[src/rtl/commit_walk_if.sv]
// Bundles the request, VR-state, log-header and response channels of the commit walk engine.
// master = engine side, slave = surrounding manager / memory / VR state.
interface commit_walk_if #(
   parameter int VIEW_W      = 32,
   parameter int OP_W        = 64,
   parameter int LOG_DEPTH_W = 10,
   parameter int LOG_HDR_W   = 128
);
   logic                   req_val;
   logic [VIEW_W-1:0]      req_view;
   logic [OP_W-1:0]        req_commit_num;
   logic                   req_rdy;

   logic [VIEW_W-1:0]      state_view;
   logic [OP_W-1:0]        state_last_commit;
   logic [OP_W-1:0]        state_op_num;
   logic                   state_wr_val;
   logic [OP_W-1:0]        state_wr_last_commit;
   logic                   state_wr_rdy;

   logic                   hdr_rd_req_val;
   logic [LOG_DEPTH_W-1:0] hdr_rd_req_addr;
   logic                   hdr_rd_req_rdy;
   logic                   hdr_rd_resp_val;
   logic [LOG_HDR_W-1:0]   hdr_rd_resp_data;
   logic                   hdr_rd_resp_rdy;
   logic                   hdr_wr_val;
   logic [LOG_DEPTH_W-1:0] hdr_wr_addr;
   logic [LOG_HDR_W-1:0]   hdr_wr_data;
   logic                   hdr_wr_rdy;

   logic                   resp_val;
   logic [1:0]             resp_status;
   logic [OP_W-1:0]        resp_count;
   logic                   resp_rdy;
   logic                   eng_rdy;

   modport master (
      input  req_val, req_view, req_commit_num,
      output req_rdy,
      input  state_view, state_last_commit, state_op_num,
      output state_wr_val, state_wr_last_commit,
      input  state_wr_rdy,
      output hdr_rd_req_val, hdr_rd_req_addr,
      input  hdr_rd_req_rdy,
      input  hdr_rd_resp_val, hdr_rd_resp_data,
      output hdr_rd_resp_rdy,
      output hdr_wr_val, hdr_wr_addr, hdr_wr_data,
      input  hdr_wr_rdy,
      output resp_val, resp_status, resp_count,
      input  resp_rdy,
      output eng_rdy
   );

   modport slave (
      output req_val, req_view, req_commit_num,
      input  req_rdy,
      output state_view, state_last_commit, state_op_num,
      input  state_wr_val, state_wr_last_commit,
      output state_wr_rdy,
      input  hdr_rd_req_val, hdr_rd_req_addr,
      output hdr_rd_req_rdy,
      output hdr_rd_resp_val, hdr_rd_resp_data,
      input  hdr_rd_resp_rdy,
      input  hdr_wr_val, hdr_wr_addr, hdr_wr_data,
      output hdr_wr_rdy,
      input  resp_val, resp_status, resp_count,
      output resp_rdy,
      input  eng_rdy
   );
endinterface

[src/rtl/commit_walk_eng.sv]
// VR commit engine: validates a commit request, then walks the log headers from
// last_commit+1 to the target setting the committed bit, publishing progress in batches.
module commit_walk_eng #(
   parameter int VIEW_W      = 32,
   parameter int OP_W        = 64,
   parameter int LOG_DEPTH_W = 10,
   parameter int LOG_HDR_W   = 128,
   parameter int COMMIT_BIT  = 0,
   parameter int MAX_BATCH   = 16
) (
   input logic            clk,
   input logic            rst,
   commit_walk_if.master  bus
);
   localparam int BATCH_W = $clog2(MAX_BATCH + 1);

   localparam logic [1:0] ST_OK      = 2'd0;
   localparam logic [1:0] ST_STALE   = 2'd1;
   localparam logic [1:0] ST_NOOP    = 2'd2;
   localparam logic [1:0] ST_CLAMPED = 2'd3;

   typedef enum logic [2:0] {IDLE, CHECK, RD_REQ, RD_RESP, WR, ST_WR, RESP} state_t;

   state_t               state_reg,  state_next;
   logic [VIEW_W-1:0]    view_reg,   view_next;
   logic [OP_W-1:0]      commit_reg, commit_next;
   logic [OP_W-1:0]      cur_reg,    cur_next;
   logic [OP_W-1:0]      target_reg, target_next;
   logic [OP_W-1:0]      count_reg,  count_next;
   logic [BATCH_W-1:0]   batch_reg,  batch_next;
   logic [1:0]           status_reg, status_next;
   logic [LOG_HDR_W-1:0] data_reg,   data_next;

   logic [OP_W-1:0]      cur_inc;
   logic [BATCH_W-1:0]   batch_inc;
   logic                 clamp;
   logic [OP_W-1:0]      clamp_target;

   assign cur_inc      = cur_reg + OP_W'(1);
   assign batch_inc    = batch_reg + BATCH_W'(1);
   assign clamp        = commit_reg > bus.state_op_num;
   assign clamp_target = clamp ? bus.state_op_num : commit_reg;

   always_ff @(posedge clk or posedge rst) begin
      if (rst) begin
         state_reg  <= IDLE;
         view_reg   <= '0;
         commit_reg <= '0;
         cur_reg    <= '0;
         target_reg <= '0;
         count_reg  <= '0;
         batch_reg  <= '0;
         status_reg <= ST_OK;
         data_reg   <= '0;
      end else begin
         state_reg  <= state_next;
         view_reg   <= view_next;
         commit_reg <= commit_next;
         cur_reg    <= cur_next;
         target_reg <= target_next;
         count_reg  <= count_next;
         batch_reg  <= batch_next;
         status_reg <= status_next;
         data_reg   <= data_next;
      end
   end

   always_comb begin
      state_next  = state_reg;
      view_next   = view_reg;
      commit_next = commit_reg;
      cur_next    = cur_reg;
      target_next = target_reg;
      count_next  = count_reg;
      batch_next  = batch_reg;
      status_next = status_reg;
      data_next   = data_reg;
      case (state_reg)
         IDLE: begin
            if (bus.req_val) begin
               view_next   = bus.req_view;
               commit_next = bus.req_commit_num;
               cur_next    = bus.state_last_commit;
               count_next  = '0;
               batch_next  = '0;
               state_next  = CHECK;
            end
         end
         CHECK: begin
            if (view_reg != bus.state_view) begin
               status_next = ST_STALE;
               state_next  = RESP;
            end else begin
               target_next = clamp_target;
               // NOOP wins over CLAMPED when there is nothing left to commit
               if (clamp_target <= cur_reg) begin
                  status_next = ST_NOOP;
                  state_next  = RESP;
               end else begin
                  status_next = clamp ? ST_CLAMPED : ST_OK;
                  state_next  = RD_REQ;
               end
            end
         end
         RD_REQ: begin
            if (bus.hdr_rd_req_rdy) state_next = RD_RESP;
         end
         RD_RESP: begin
            if (bus.hdr_rd_resp_val) begin
               data_next             = bus.hdr_rd_resp_data;
               data_next[COMMIT_BIT] = 1'b1;
               state_next            = WR;
            end
         end
         WR: begin
            if (bus.hdr_wr_rdy) begin
               cur_next   = cur_inc;
               count_next = count_reg + OP_W'(1);
               batch_next = batch_inc;
               if (cur_inc == target_reg || batch_inc == BATCH_W'(MAX_BATCH))
                  state_next = ST_WR;
               else
                  state_next = RD_REQ;
            end
         end
         ST_WR: begin
            if (bus.state_wr_rdy) begin
               batch_next = '0;
               state_next = (cur_reg == target_reg) ? RESP : RD_REQ;
            end
         end
         RESP: begin
            if (bus.resp_rdy) begin
               count_next = '0;
               state_next = IDLE;
            end
         end
         default: state_next = IDLE;
      endcase
   end

   // Read and write share the address: cur only advances once the write is accepted.
   assign bus.req_rdy              = (state_reg == IDLE);
   assign bus.eng_rdy              = (state_reg == IDLE);
   assign bus.hdr_rd_req_val       = (state_reg == RD_REQ);
   assign bus.hdr_rd_req_addr      = cur_inc[LOG_DEPTH_W-1:0];
   assign bus.hdr_rd_resp_rdy      = (state_reg == RD_RESP);
   assign bus.hdr_wr_val           = (state_reg == WR);
   assign bus.hdr_wr_addr          = cur_inc[LOG_DEPTH_W-1:0];
   assign bus.hdr_wr_data          = data_reg;
   assign bus.state_wr_val         = (state_reg == ST_WR);
   assign bus.state_wr_last_commit = cur_reg;
   assign bus.resp_val             = (state_reg == RESP);
   assign bus.resp_status          = status_reg;
   assign bus.resp_count           = count_reg;
endmodule
[src/flat_wrapper.sv]
// flat-port wrapper written by rule: the top's interface ports become plain ports
module commit_walk_eng_flat 
#(
   parameter int VIEW_W      = 32,
   parameter int OP_W        = 64,
   parameter int LOG_DEPTH_W = 10,
   parameter int LOG_HDR_W   = 128,
   parameter int COMMIT_BIT  = 0,
   parameter int MAX_BATCH   = 16
)
  (clk, rst, bus_req_val, bus_req_view, bus_req_commit_num, bus_req_rdy, bus_state_view, bus_state_last_commit, bus_state_op_num, bus_state_wr_val, bus_state_wr_last_commit, bus_state_wr_rdy, bus_hdr_rd_req_val, bus_hdr_rd_req_addr, bus_hdr_rd_req_rdy, bus_hdr_rd_resp_val, bus_hdr_rd_resp_data, bus_hdr_rd_resp_rdy, bus_hdr_wr_val, bus_hdr_wr_addr, bus_hdr_wr_data, bus_hdr_wr_rdy, bus_resp_val, bus_resp_status, bus_resp_count, bus_resp_rdy, bus_eng_rdy);
  commit_walk_if #(.VIEW_W(VIEW_W), .OP_W(OP_W), .LOG_DEPTH_W(LOG_DEPTH_W), .LOG_HDR_W(LOG_HDR_W)) bus_i ();
  input logic clk;
  input logic rst;
  input wire logic [$bits(bus_i.req_val)-1:0] bus_req_val;
  input wire logic [$bits(bus_i.req_view)-1:0] bus_req_view;
  input wire logic [$bits(bus_i.req_commit_num)-1:0] bus_req_commit_num;
  output wire logic [$bits(bus_i.req_rdy)-1:0] bus_req_rdy;
  input wire logic [$bits(bus_i.state_view)-1:0] bus_state_view;
  input wire logic [$bits(bus_i.state_last_commit)-1:0] bus_state_last_commit;
  input wire logic [$bits(bus_i.state_op_num)-1:0] bus_state_op_num;
  output wire logic [$bits(bus_i.state_wr_val)-1:0] bus_state_wr_val;
  output wire logic [$bits(bus_i.state_wr_last_commit)-1:0] bus_state_wr_last_commit;
  input wire logic [$bits(bus_i.state_wr_rdy)-1:0] bus_state_wr_rdy;
  output wire logic [$bits(bus_i.hdr_rd_req_val)-1:0] bus_hdr_rd_req_val;
  output wire logic [$bits(bus_i.hdr_rd_req_addr)-1:0] bus_hdr_rd_req_addr;
  input wire logic [$bits(bus_i.hdr_rd_req_rdy)-1:0] bus_hdr_rd_req_rdy;
  input wire logic [$bits(bus_i.hdr_rd_resp_val)-1:0] bus_hdr_rd_resp_val;
  input wire logic [$bits(bus_i.hdr_rd_resp_data)-1:0] bus_hdr_rd_resp_data;
  output wire logic [$bits(bus_i.hdr_rd_resp_rdy)-1:0] bus_hdr_rd_resp_rdy;
  output wire logic [$bits(bus_i.hdr_wr_val)-1:0] bus_hdr_wr_val;
  output wire logic [$bits(bus_i.hdr_wr_addr)-1:0] bus_hdr_wr_addr;
  output wire logic [$bits(bus_i.hdr_wr_data)-1:0] bus_hdr_wr_data;
  input wire logic [$bits(bus_i.hdr_wr_rdy)-1:0] bus_hdr_wr_rdy;
  output wire logic [$bits(bus_i.resp_val)-1:0] bus_resp_val;
  output wire logic [$bits(bus_i.resp_status)-1:0] bus_resp_status;
  output wire logic [$bits(bus_i.resp_count)-1:0] bus_resp_count;
  input wire logic [$bits(bus_i.resp_rdy)-1:0] bus_resp_rdy;
  output wire logic [$bits(bus_i.eng_rdy)-1:0] bus_eng_rdy;
  assign bus_i.req_val = bus_req_val;
  assign bus_i.req_view = bus_req_view;
  assign bus_i.req_commit_num = bus_req_commit_num;
  assign bus_req_rdy = bus_i.req_rdy;
  assign bus_i.state_view = bus_state_view;
  assign bus_i.state_last_commit = bus_state_last_commit;
  assign bus_i.state_op_num = bus_state_op_num;
  assign bus_state_wr_val = bus_i.state_wr_val;
  assign bus_state_wr_last_commit = bus_i.state_wr_last_commit;
  assign bus_i.state_wr_rdy = bus_state_wr_rdy;
  assign bus_hdr_rd_req_val = bus_i.hdr_rd_req_val;
  assign bus_hdr_rd_req_addr = bus_i.hdr_rd_req_addr;
  assign bus_i.hdr_rd_req_rdy = bus_hdr_rd_req_rdy;
  assign bus_i.hdr_rd_resp_val = bus_hdr_rd_resp_val;
  assign bus_i.hdr_rd_resp_data = bus_hdr_rd_resp_data;
  assign bus_hdr_rd_resp_rdy = bus_i.hdr_rd_resp_rdy;
  assign bus_hdr_wr_val = bus_i.hdr_wr_val;
  assign bus_hdr_wr_addr = bus_i.hdr_wr_addr;
  assign bus_hdr_wr_data = bus_i.hdr_wr_data;
  assign bus_i.hdr_wr_rdy = bus_hdr_wr_rdy;
  assign bus_resp_val = bus_i.resp_val;
  assign bus_resp_status = bus_i.resp_status;
  assign bus_resp_count = bus_i.resp_count;
  assign bus_i.resp_rdy = bus_resp_rdy;
  assign bus_eng_rdy = bus_i.eng_rdy;
  commit_walk_eng #(.VIEW_W(VIEW_W), .OP_W(OP_W), .LOG_DEPTH_W(LOG_DEPTH_W), .LOG_HDR_W(LOG_HDR_W), .COMMIT_BIT(COMMIT_BIT), .MAX_BATCH(MAX_BATCH)) u_core (.clk(clk), .rst(rst), .bus(bus_i));
endmodule
[config.mk]
export PLATFORM = sky130hd
export DESIGN_NAME = commit_walk_eng_flat
export DESIGN_NICKNAME = d
export VERILOG_FILES = /design/src/rtl/commit_walk_if.sv /design/src/rtl/commit_walk_eng.sv /design/src/flat_wrapper.sv
export SDC_FILE = /design/constraint.sdc
export NUM_CORES = 1
export LEC_CHECK = 0
export ABC_CLOCK_PERIOD_IN_PS = 18500
export CAP_MARGIN = 20
export CORE_AREA = 2 2 264 266
export DETAILED_ROUTE_END_ITERATION = 16
export DIE_AREA = 0 0 266 268
export PLACE_DENSITY = 0.7
export REMOVE_ABC_BUFFERS = 1
export SETUP_SLACK_MARGIN = 0.4
export SLEW_MARGIN = 15
export SYNTH_ARGS = -nofsm -noshare
export SYNTH_HDL_FRONTEND = slang
export SYNTH_SLANG_ARGS = --single-unit
[constraint.sdc]
create_clock -name clk -period 18.5 [get_ports clk]
set_clock_uncertainty 0.2 [all_clocks]
set_input_delay 3.7 -clock clk [delete_from_list [all_inputs] [get_ports clk]]
set_output_delay 3.7 -clock clk [all_outputs]
set_load 0.02 [all_outputs]
Word-level counts from Yosys, hierarchy flattened

Index checks and enable logic that the tools add are counted.
W data, S select, Z words.

Shift operators: 0
$mul: 0
Order comparisons: 2
Equality and inequality tests: 16
Muxes and demuxes: 26
Divide/modulo/power cells: 0
Bitwise logic cells: 1
Reduce and logical (&&, ||, !) cells: 12
$add $sub $neg: 3

Operator list:

| operator                | number |
|---|---|
| $mux W64                | 6 |
| $pmux W64 S3            | 1 |
| $add A64 B1 Y64 const B | 2 |
| $eq A64 B64 Y1          | 2 |
| $pmux W64 S2            | 1 |
| $gt A64 B64 Y1          | 1 |
| $le A64 B64 Y1          | 1 |
| $ne A32 B32 Y1          | 1 |
| $mux W3                 | 10 |
| $pmux W3 S7             | 1 |
| $mux W5                 | 3 |
| $pmux W5 S3             | 1 |
| $eq A3 B3 Y1 const B    | 3 |
| $ne A2 B1 Y1 const B    | 4 |
| $reduce_and A4 Y1       | 2 |
| $eq A3 B2 Y1 const B    | 2 |
| $mux W2                 | 3 |
| $reduce_and A2 Y1       | 3 |
| $reduce_and A6 Y1       | 1 |
| $reduce_bool A3 Y1      | 2 |
| $add A5 B1 Y5 const B   | 1 |
| $eq A5 B5 Y1 const B    | 1 |
| $ne A2 B2 Y1 const B    | 2 |
| $eq A3 B1 Y1 const B    | 1 |
| other kinds (5)         | 5 |

Memories: 0
Register bits after elaboration: 426
Bits in latches: 0
Bits in read-only memories: 0
RAM bits: 0

Longest topological paths before layout

Gate-level depths: netlist (run 1).

Depth in word-level cells: 6
Gate-level depth with buffers: 22
Mapped depth without buffers: 20

Worst setup path before layout (run 1)

OpenSTA, ideal clock, no wires.

Path kind: input-to-reg
Start point: input bus_state_op_num[45]
End point: register u_core.state_reg[2]
Data arrival time: 8322 ps
Cell stages on the path: 22
Slack: 9846 ps
Buffers on the path: 2
Cells stage by stage: inv_1 > ha_1 > a21o_1 > a21o_1 > a21oi_1 > nor3_1 > a2111o_1 > a311o_1 > o21ai_0 > clkbuf_1 > clkbuf_1 > mux2_2 > ha_1 > nand4_1 > or4_1 > or3_1 > o22ai_1 > nor4_1 > o31ai_1 > a21oi_1 > a221oi_1 > o21ai_1

Word-level cells in the longest chain between the ends: 6

RTL lines:

| item                        | line                  | RTL |
|---|---|---|
| start, declared             | flat_wrapper.sv:21    | `input wire logic [$bits(bus_i.state_op_num)-1:0] bus_state_op_num;` |
| $gt A64 B64 Y1              | commit_walk_eng.sv:41 | `assign clamp = commit_reg > bus.state_op_num;` |
| $mux W64                    | commit_walk_eng.sv:42 | `assign clamp_target = clamp ? bus.state_op_num : commit_reg;` |
| via u_core.clamp_target[63] | commit_walk_eng.sv:37 | `logic [OP_W-1:0] clamp_target;` |
| $le A64 B64 Y1              | commit_walk_eng.sv:96 | `if (clamp_target <= cur_reg) begin` |
| $mux W3                     | commit_walk_eng.sv:96 |  |
| $mux W3                     | commit_walk_eng.sv:90 | `if (view_reg != bus.state_view) begin` |
| $pmux W3 S7                 | commit_walk_eng.sv:78 | `case (state_reg)` |
| end signal, assigned        | commit_walk_eng.sv:56 | `state_reg <= state_next;` |
| end, declared               | commit_walk_eng.sv:24 | `state_t state_reg, state_next;` |

The timed path passes the listed nets, and every way through them passes these cells.
A chain may end at the register's enable or synchronous reset.

Worst setup path after layout (run 1)

Start point: input bus_state_op_num[51]
End point: register u_core.state_reg[2]

The elaborated chain is that of the path after synthesis.

==> results of run 1 <==
[stage by stage]
step | utilization [%] | hold WS [ps] | instance area (µm²)
2_1_floorplan | - | 294 | 24200
3_3_place_gp | 47.2 | 250 | 32200
3_5_place_dp | 47.2 | 251 | 32200
4_1_cts | 49.8 | 270 | 34000
5_1_grt | 49.9 | 296 | 34000
6_report | 49.9 | 292 | 34000
[layout by cell type (no fill, tap or decap), types with 83 or more instances in the layout]
cell type,count
xor2_1,101
a21oi_1,129
nor2_1,140
clkdlybuf4s50_1,675
inv_1,141
nand3_1,83
o21ai_0,113
mux2_2,350
xnor2_1,97
ha_1,131
dfrtp_1,426
nand2_1,133
[worst paths after layout]
check | start | end | slack [ps] | cells after the start
max in group asynchronous | rst | u_core.bus.state_wr_last_commit[58] | 12040 | 5
max | bus_state_op_num[51] | u_core.state_reg[2] | 7620 | 23
min | u_core.bus.hdr_wr_data[0] | u_core.bus.hdr_wr_data[0] | 290 | 1
min in group asynchronous | rst | u_core.bus.hdr_wr_data[64] | 3420 | 2
max reg2reg | u_core.commit_reg[51] | u_core.state_reg[2] | 10850 | 21
min reg2reg | u_core.bus.hdr_wr_data[0] | u_core.bus.hdr_wr_data[0] | 290 | 1
[where the power goes]
part	total, mW	switching, mW	internal [mW]	leakage [nW]
combinational	2.81	1.55	1.26	8.24
sequential	1.62	0.365	1.26	5.30
clock	1.08	0.437	0.640	0.874
total	5.51	2.35	3.16	14.4
[final cells by class]
type                       count  area, µm²
tap                          882       1100
inverter                     144        551
clock buffer                  77       1570
sequential                   426      10700
timing repair buffer         695       6900
fill                        6258      34200
antenna                       13       32.5
multi-input combinational   1709      13000
clock inverter                18        213
[Yosys cell counts, types with 9 or more instances]
master / count
o21ai_0: 114
nor3_1: 43
nor4_1: 47
mux2i_1: 9
and3_1: 17
nand2_1: 134
nor2b_1: 10
and2_1: 11
ha_1: 131
a21o_1: 10
xnor2_1: 97
or4_1: 12
a21oi_1: 130
xor2_1: 101
mux2_2: 350
and4_1: 15
buf_2: 11
o22ai_1: 27
nor2_1: 141
clkbuf_1: 93
a22oi_1: 25
a31oi_1: 11
dfrtp_1: 426
nand3_1: 83
buf_4: 13
nand4_1: 78
inv_1: 143
or3_1: 21
[routing by layer]
| layer | track usage [%] | up-vias | share of wire (%) |
|---|---|---|---|
| met5 | 0 | - | 0.12 |
| met4 | 8.94 | 20 | 3.3 |
| met3 | 10.0 | 171 | 11 |
| met2 | 38.9 | 909 | 44 |
| met1 | 34.8 | 10593 | 42 |
| li1 | - | 9885 | - |
[worst max-delay path: stages]
cell,delay (ps)
clkdlybuf4s50_1,490
inv_1,50
ha_1,280
nand4_1,120
nor3_1,350
nand4_1,490
nor3_1,890
nand3_1,140
o21a_1,180
o21ai_4,50
buf_4,410
buf_4,520
mux2_2,450
ha_1,310
nand4_1,140
or4_1,750
or3_1,380
o22ai_1,290
nor4_1,170
o31ai_1,440
a21oi_1,140
a221oi_1,230
o21ai_1,120
[cells by family (layout without fill, tap and decap cells)]
family	count (synthesis)	after routing
muxes	359	359
adders and majority gates	131	131
buffers and inverters	271	934
other	0	13
AOI/OAI and AO/OA	373	373
DFF	426	426
and+or+nand+nor	648	648
xor gates and xnor gates	198	198
==> run summary, run 1 <==
post-synthesis cell area: 0.0247 mm²
Crit path required time: 18770 ps
RSZ-0062 raised after global routing: false
TritonCTS Buffers: 52
#FFs+latches synth: 426
fraction of layout cells with a size suffix above 1: 15.9%
placed insts: 3855
Final Max Tran Viols: 0
H-tree depth: 2
largest net degree at the start of global routing: 96
post-CTS setup buffers: 0
drt total wl: 96.4 mm
Via density: 5.44
Cell Count, Final, Fillers Out: 3964
peak fanout along the critical path: 35
final worst-path cycle share: 58.8%
number of max-cap violations: 0
initial antenna violation count: 23
Resize count post-CTS: 0
post-synth cell types: 73
YS warnings: 0
Final ANT Viol Nets: 0
worst setup margin: 7620 ps
maximum vdd ir drop: 0.107 mV
DR vias: 21578
die width: 266 µm
GPL Wtd Cong: 0.949
Worst Path Arrival: 11140 ps
initial core utilization: 36.2%
status: complete, no violations
Clk Tree Root Cell: clkbuf_16
CTS Sinks: 426
total grt overflow: 0
hpwl dp: 75.6 mm
CTS tree: yes
area grow syn2layout: 37.8%
max reg flops: 128
die height: 268 µm
final hold vios: 0
actual slew at the worst max-slew pin: 1030 ps
# port buffers: 675
post-synthesis sequential area ratio: 43.1%
# setup viols final: 0
number of synthesized flops with an enable pin: 0
Setup TNS: 0 ps
xor/xnor share of the synthesized area: 7.02%
Compound-Gate Fraction of Synth Area: 8.91%
static leakage: 14.4 nW
gr usage total: 26.2%
area share of and/or/nand/nor cells after synthesis: 13.6%
pre-CTS WS: 7160 ps
Syn Inst Count: 2406
Placement Rows: 96
area share of fa/ha/maj cells after synthesis: 6.63%
Clk Latency, worst-skew pair: 620 ps
startpoint types: primary input
Post-CTS Hold Fix Bufs: 0
Final Power: 5.51 mW
DR DRC count: 0
area leader, netlist: dfrtp_1
core area: 0.0682 mm²
Post-layout nets: 3551
vias in the first global route: 20934
P per Cell Area: 162 mW/mm²
worst hold path class: flip-flop to flip-flop
die area: 0.0713 mm²
mux cell area share after synthesis: 16.3%
Top FF cell, synth: dfrtp_1
largest family of logic cells by synthesized area: multiplexers
Synth area leaders: dfrtp_1, mux2_2, ha_1
Max Buffers Root-to-Sink: 3
Final Critical Period: 10880 ps
CP Capture Type: flip-flop
Rel. slew slack: 31.0%
maximum clock frequency: 91.9 MHz
Syn Area/Cell: 10.3 µm²
drt pass-1 iters: 6
io pins: 677
critical path class: primary input to flip-flop
DR iter-0 viols: 2006
Yosys top cell area share: 43.1%
Wirelength per Cell: 24.3 µm
first-pass GRT wire length: 139 mm
Clock Pin Slew Worst Setup and Hold Paths: 60 ps
Async S/R FF share, synth: 100%
Note: power is estimated with default switching activity, not from simulation.
==> run 2, diff against run 1 <==
--- a/config.mk
+++ b/config.mk
@@ -5,12 +5,12 @@
 export SDC_FILE = /design/constraint.sdc
 export NUM_CORES = 1
 export LEC_CHECK = 0
-export ABC_CLOCK_PERIOD_IN_PS = 18500
+export ABC_CLOCK_PERIOD_IN_PS = 9900
 export CAP_MARGIN = 20
-export CORE_AREA = 2 2 264 266
+export CORE_AREA = 2 2 267 269
 export DETAILED_ROUTE_END_ITERATION = 16
-export DIE_AREA = 0 0 266 268
-export PLACE_DENSITY = 0.7
+export DIE_AREA = 0 0 269 271
+export PLACE_DENSITY = 0.71
 export REMOVE_ABC_BUFFERS = 1
 export SETUP_SLACK_MARGIN = 0.4
 export SLEW_MARGIN = 15
==> constraint.sdc (replaced) <==
create_clock -name clk -period 9.9 [get_ports clk]
set_clock_uncertainty 0.2 [all_clocks]
set_input_delay 1.98 -clock clk [delete_from_list [all_inputs] [get_ports clk]]
set_output_delay 1.98 -clock clk [all_outputs]
set_load 0.02 [all_outputs]
==> run 2 against run 1 <==
Sequential cell count did not move. First-iteration DRC count fell by 7.1%. Combinational power rose by 88%. Sequential share of layout area fell by 0.13 points. Critical path depth fell by 1. Register-to-register slack got worse by 7500 ps. Global-route usage fell by 0.50 points. Power rose by 88%. Core utilization fell by 0.91 points. Setup slack got worse by 5800 ps.
==> run summary, run 2 (synthesis results as in run 1) <==
critical path class: primary input to flip-flop
area grow syn2layout: 38.4%
io pins: 677
max reg flops: 128
die height: 271 µm
r2r setup slk: 3360 ps
H-tree depth: 2
commonest non-fill, non-tap cell in the layout: clkdlybuf4s50_1
Setup crit start: bus_state_op_num[25]
max incr delay on CP: 740 ps
pre-CTS WS: 887 ps
Fill cells: 6442
Post-layout nets: 3553
peak fanout along the critical path: 24
RSZ-0062 raised after global routing: false
# setup viols final: 0
commonest cells after routing, fill and taps aside: clkdlybuf4s50_1, dfrtp_1, mux2_2, inv_1, nor2_1
hpwl dp: 75.0 mm
Worst Setup EP: u_core.state_reg[2]
initial antenna violation count: 16
status: complete, no violations
Setup TNS: 0 ps
die area: 0.0729 mm²
HP Start: u_core.bus.hdr_wr_data[0]
CTS Sinks: 426
largest net degree at the start of global routing: 137
number of max-cap violations: 0
Max Buffers Root-to-Sink: 3
drt pass-1 iters: 6
TritonCTS Buffers: 53
CP cell instances: clkdlybuf4s50_1 > inv_1 > ha_1 > nand4_1 > nor4_1 > a221oi_1 > a21boi_0 > o211ai_1 > a31oi_1 > o21ai_4 > buf_12 > mux2_2 > ha_1 > nand4_1 > or4_1 > or3_1 > o22ai_1 > nor4_1 > o31ai_1 > a21oi_1 > a221oi_1 > o21ai_1
fraction of layout cells with a size suffix above 1: 15.9%
placed insts: 3914
worst hold path class: flip-flop to flip-flop
GPL Wtd Cong: 0.957
Final Max Tran Viols: 0
core area: 0.0698 mm²
actual slew at the worst max-slew pin: 1160 ps
Crit Reg-Reg Endpoint: u_core.state_reg[2]
P per Cell Area: 302 mW/mm²
Buf/Inv on CP: 3
startpoint types: primary input
die width: 269 µm
Clock Pin Slew Worst Setup and Hold Paths: 60 ps
Post-CTS Hold Fix Bufs: 0
first-pass GRT wire length: 139 mm
Rel. slew slack: 22.4%
maximum clock frequency: 124 MHz
Final Util: 49.0%
Placement Rows: 97
CP max stage cell: or4_1
Crit. path cell count: 22
DR vias: 21722
Worst Path Arrival: 8330 ps
gr usage total: 25.7%
RR Startpoint: u_core.commit_reg[25]
Clk Latency, worst-skew pair: 620 ps
# port buffers: 675
CP Capture Type: flip-flop
Resize count post-CTS: 0
Via density: 5.40
CTS tree: yes
Cell Count, Final, Fillers Out: 4023
Clk Tree Root Cell: clkbuf_16
Crit path required time: 10150 ps
drt total wl: 95.6 mm
total grt overflow: 0
Final Critical Period: 8080 ps
worst setup margin: 1820 ps
DR DRC count: 0
Wirelength per Cell: 23.8 µm
final worst-path cycle share: 81.6%
crit-path leading delay family: compound AO/OA/AOI/OAI gates
Worst Reg-to-Reg Cells: 20
Final ANT Viol Nets: 0
Final Power: 10.3 mW
final hold vios: 0
initial core utilization: 35.4%
static leakage: 14.5 nW
maximum vdd ir drop: 0.189 mV
DR iter-0 viols: 1864
post-CTS setup buffers: 0
vias in the first global route: 21048
run 2: cell types whose count changed in the layout (fill, tap and decap cells not counted), sizes merged:
cell / before / now
clkbuf: 78 / 82
inv: 148 / 144
buf: 19 / 21
bufinv: 4 / 5
clkinvlp: 3 / 2
diode: 13 / 12
run 2: area by class of cell:
class	count	area [µm²]	share of cell area, %
multi-input combinational	1709	13000	38.1
timing repair buffer	696	6940	20.3
clock inverter	14	211	0.619
sequential	426	10700	31.2
tap	940	1180	3.44
inverter	144	551	1.61
clock buffer	82	1610	4.70
antenna	12	30.0	0.0878
run 2: how the worst min path moves through the flow:
stage                                end  cells past startpoint
2_1_floorplan        u_core.batch_reg[1]                      2
3_3_place_gp   u_core.bus.hdr_wr_data[0]                      1
3_5_place_dp   u_core.bus.hdr_wr_data[0]                      1
4_1_cts        u_core.bus.hdr_wr_data[0]                      1
5_1_grt        u_core.bus.hdr_wr_data[0]                      1
6_report       u_core.bus.hdr_wr_data[0]                      1
run 2: metrics by stage:
step                hold WS (ps)  cell area (µm²)
global placement             250            32300
finish                       270            34200
floorplan                    294            24200
global route                 284            34200
detailed placement           253            32300
CTS                          269            34100
run 2: power breakdown:
| group | internal, mW | switching (mW) | leakage [nW] |
|---|---|---|---|
| Clock | 1.24 | 0.799 | 0.890 |
| Sequential | 2.35 | 0.674 | 5.30 |
| Combinational | 2.37 | 2.91 | 8.26 |
run 2: routing by layer:
metal | global-route usage, % | part of all wire, % | up-vias
li1 | - | - | 9890
met1 | 35.2 | 42 | 10734
met2 | 38.5 | 44 | 933
met3 | 7.92 | 10 | 157
met4 | 8.03 | 2.9 | 8
met5 | 0 | 0.050 | -
run 2: worst reg2reg max path: stages, from the launching register on:
cell	delay, ps
dfrtp_1	400
ha_1	300
nand4_1	160
nor4_1	600
a221oi_1	150
a21boi_0	200
o211ai_1	110
a31oi_1	640
o21ai_4	240
buf_12	240
mux2_2	340
ha_1	310
nand4_1	150
or4_1	740
or3_1	370
o22ai_1	230
nor4_1	160
o31ai_1	430
a21oi_1	120
a221oi_1	210
o21ai_1	90
==> run 3, diff against run 2 <==
--- a/config.mk
+++ b/config.mk
@@ -5,12 +5,12 @@
 export SDC_FILE = /design/constraint.sdc
 export NUM_CORES = 1
 export LEC_CHECK = 0
-export ABC_CLOCK_PERIOD_IN_PS = 9900
+export ABC_CLOCK_PERIOD_IN_PS = 7500
 export CAP_MARGIN = 20
-export CORE_AREA = 2 2 267 269
+export CORE_AREA = 2 2 264 266
 export DETAILED_ROUTE_END_ITERATION = 16
-export DIE_AREA = 0 0 269 271
-export PLACE_DENSITY = 0.71
+export DIE_AREA = 0 0 266 268
+export PLACE_DENSITY = 0.7
 export REMOVE_ABC_BUFFERS = 1
 export SETUP_SLACK_MARGIN = 0.4
 export SLEW_MARGIN = 15
==> constraint.sdc (replaced) <==
create_clock -name clk -period 7.5 [get_ports clk]
set_clock_uncertainty 0.2 [all_clocks]
set_input_delay 1.5 -clock clk [delete_from_list [all_inputs] [get_ports clk]]
set_output_delay 1.5 -clock clk [all_outputs]
set_load 0.02 [all_outputs]
==> run 3 against run 2 <==
Via count down 0.29%. Register-to-register slack worse by 1600 ps. Sequential power up 32%. Largest power group unchanged. Routed wire length up 0.66%. Setup slack worse by 1100 ps. Die area down 2.2%. Final area up 0.25%.
==> run summary, run 3 (synthesis results as in run 1) <==
status: complete, no violations
area grow syn2layout: 38.7%
GPL Wtd Cong: 0.972
Final Power: 13.7 mW
CP cell instances: clkdlybuf4s50_1 > inv_1 > ha_1 > a21o_1 > a21o_1 > a21oi_1 > nor3_1 > a2111o_1 > a311o_1 > o21ai_4 > buf_12 > buf_4 > mux2_2 > ha_1 > nand4_1 > nand4bb_4 > nor3_2 > o32a_1 > nor4_2 > o31ai_1 > a21oi_1 > a221oi_1 > o21ai_1
DP Area: 0.0325 mm²
worst hold path class: flip-flop to flip-flop
Max Buffers Root-to-Sink: 3
Post-CTS Hold Fix Bufs: 0
drt total wl: 96.2 mm
r2r setup slk: 1770 ps
pre-CTS WS: -120 ps
initial core utilization: 36.2%
hpwl dp: 75.8 mm
area of the multi-input gates: 0.0130 mm²
crit-path leading delay family: compound AO/OA/AOI/OAI gates
CP Capture Type: flip-flop
die width: 266 µm
# setup viols final: 0
Clk Tree Root Cell: clkbuf_16
Worst Reg-to-Reg Cells: 21
io pins: 677
Final Critical Period: 6790 ps
Cell Count, Final, Fillers Out: 3988
worst setup margin: 713 ps
final hold vios: 0
die height: 268 µm
drt pass-1 iters: 7
startpoint types: primary input
peak fanout along the critical path: 16
RSZ-0062 raised after global routing: false
TritonCTS Buffers: 52
total grt overflow: 0
Final Util: 50.2%
number of max-cap violations: 0
maximum clock frequency: 147 MHz
initial antenna violation count: 19
gr usage total: 26.1%
Design Area, Final: 0.0343 mm²
commonest non-fill, non-tap cell in the layout: clkdlybuf4s50_1
fraction of layout cells with a size suffix above 1: 16.7%
Wirelength per Cell: 24.1 µm
P per Cell Area: 400 mW/mm²
max incr delay on CP: 500 ps
Post-layout nets: 3579
Crit. path cell count: 23
placed insts: 3884
Setup crit start: bus_state_op_num[45]
Hold Path Depth: 1
Worst Path Arrival: 7040 ps
WHS Endpoint: u_core.bus.hdr_wr_data[0]
vias in the first global route: 21262
Hold Slack: 268 ps
Final ANT Viol Nets: 0
final worst-path cycle share: 90.5%
CP max stage cell: clkdlybuf4s50_1
Setup TNS: 0 ps
HP Start: u_core.bus.hdr_wr_data[0]
Clk Latency, worst-skew pair: 610 ps
Clock Pin Slew Worst Setup and Hold Paths: 60 ps
post-CTS setup buffers: 0
Buf/Inv on CP: 4
CTS tree: yes
CTS Sinks: 426
Final Max Tran Viols: 0
Placement Rows: 96
Crit Reg-Reg Endpoint: u_core.state_reg[2]
# port buffers: 675
Crit path required time: 7750 ps
Rel. slew slack: 25.1%
die area: 0.0713 mm²
commonest cells after routing, fill and taps aside: clkdlybuf4s50_1, dfrtp_1, mux2_2, inv_1, nor2_1
DR DRC count: 0
max reg flops: 128
H-tree depth: 2
DR iter-0 viols: 1978
actual slew at the worst max-slew pin: 1110 ps
core area: 0.0682 mm²
RR Startpoint: u_core.commit_reg[45]
largest net degree at the start of global routing: 124
first-pass GRT wire length: 139 mm
Via density: 5.43
critical path class: primary input to flip-flop
maximum vdd ir drop: 0.261 mV
Seq. cell area: 0.0107 mm²
Fill cells: 6206
DR vias: 21659
static leakage: 14.6 nW
-- run 3: area by class of cell --
class                   instances  share of cell area [%]
diodes                         11                  0.0803
well taps                     882                    3.22
clock buffers                  75                    4.40
repair buffers                723                    20.9
inverters                     144                    1.61
clock inverters                18                   0.610
multi-input cells            1709                    38.1
flip-flops and latches        426                    31.1
-- run 3: timing repair --
| action | in CTS | in global routing |
|---|---|---|
| gates resized for setup | 0 | 8 |
| endpoints found under the hold margin | 0 | 0 |
| endpoints found under the setup margin | 0 | 1 |
-- run 3: worst max path at each step --
stage,endpoint,slack (ps)
6_report,u_core.state_reg[2],710
5_1_grt,u_core.state_reg[2],450
4_1_cts,u_core.state_reg[2],500
3_5_place_dp,u_core.state_reg[2],-120
3_3_place_gp,u_core.state_reg[2],-100
2_1_floorplan,u_core.batch_reg[0],-6060
-- run 3: per-layer routing --
metal / track usage [%] / wire (µm) / up-vias
li1: - / - / 9937
met1: 35.8 / 41400 / 10637
met2: 38.9 / 42200 / 906
met3: 8.13 / 9500 / 167
met4: 9.00 / 3070 / 12
met5: 0 / 84 / -
-- run 3: power breakdown --
| group | switching (mW) | internal, mW |
|---|---|---|
| Clock | 1.07 | 1.53 |
| Combinational | 3.85 | 3.25 |
| Sequential | 0.906 | 3.10 |
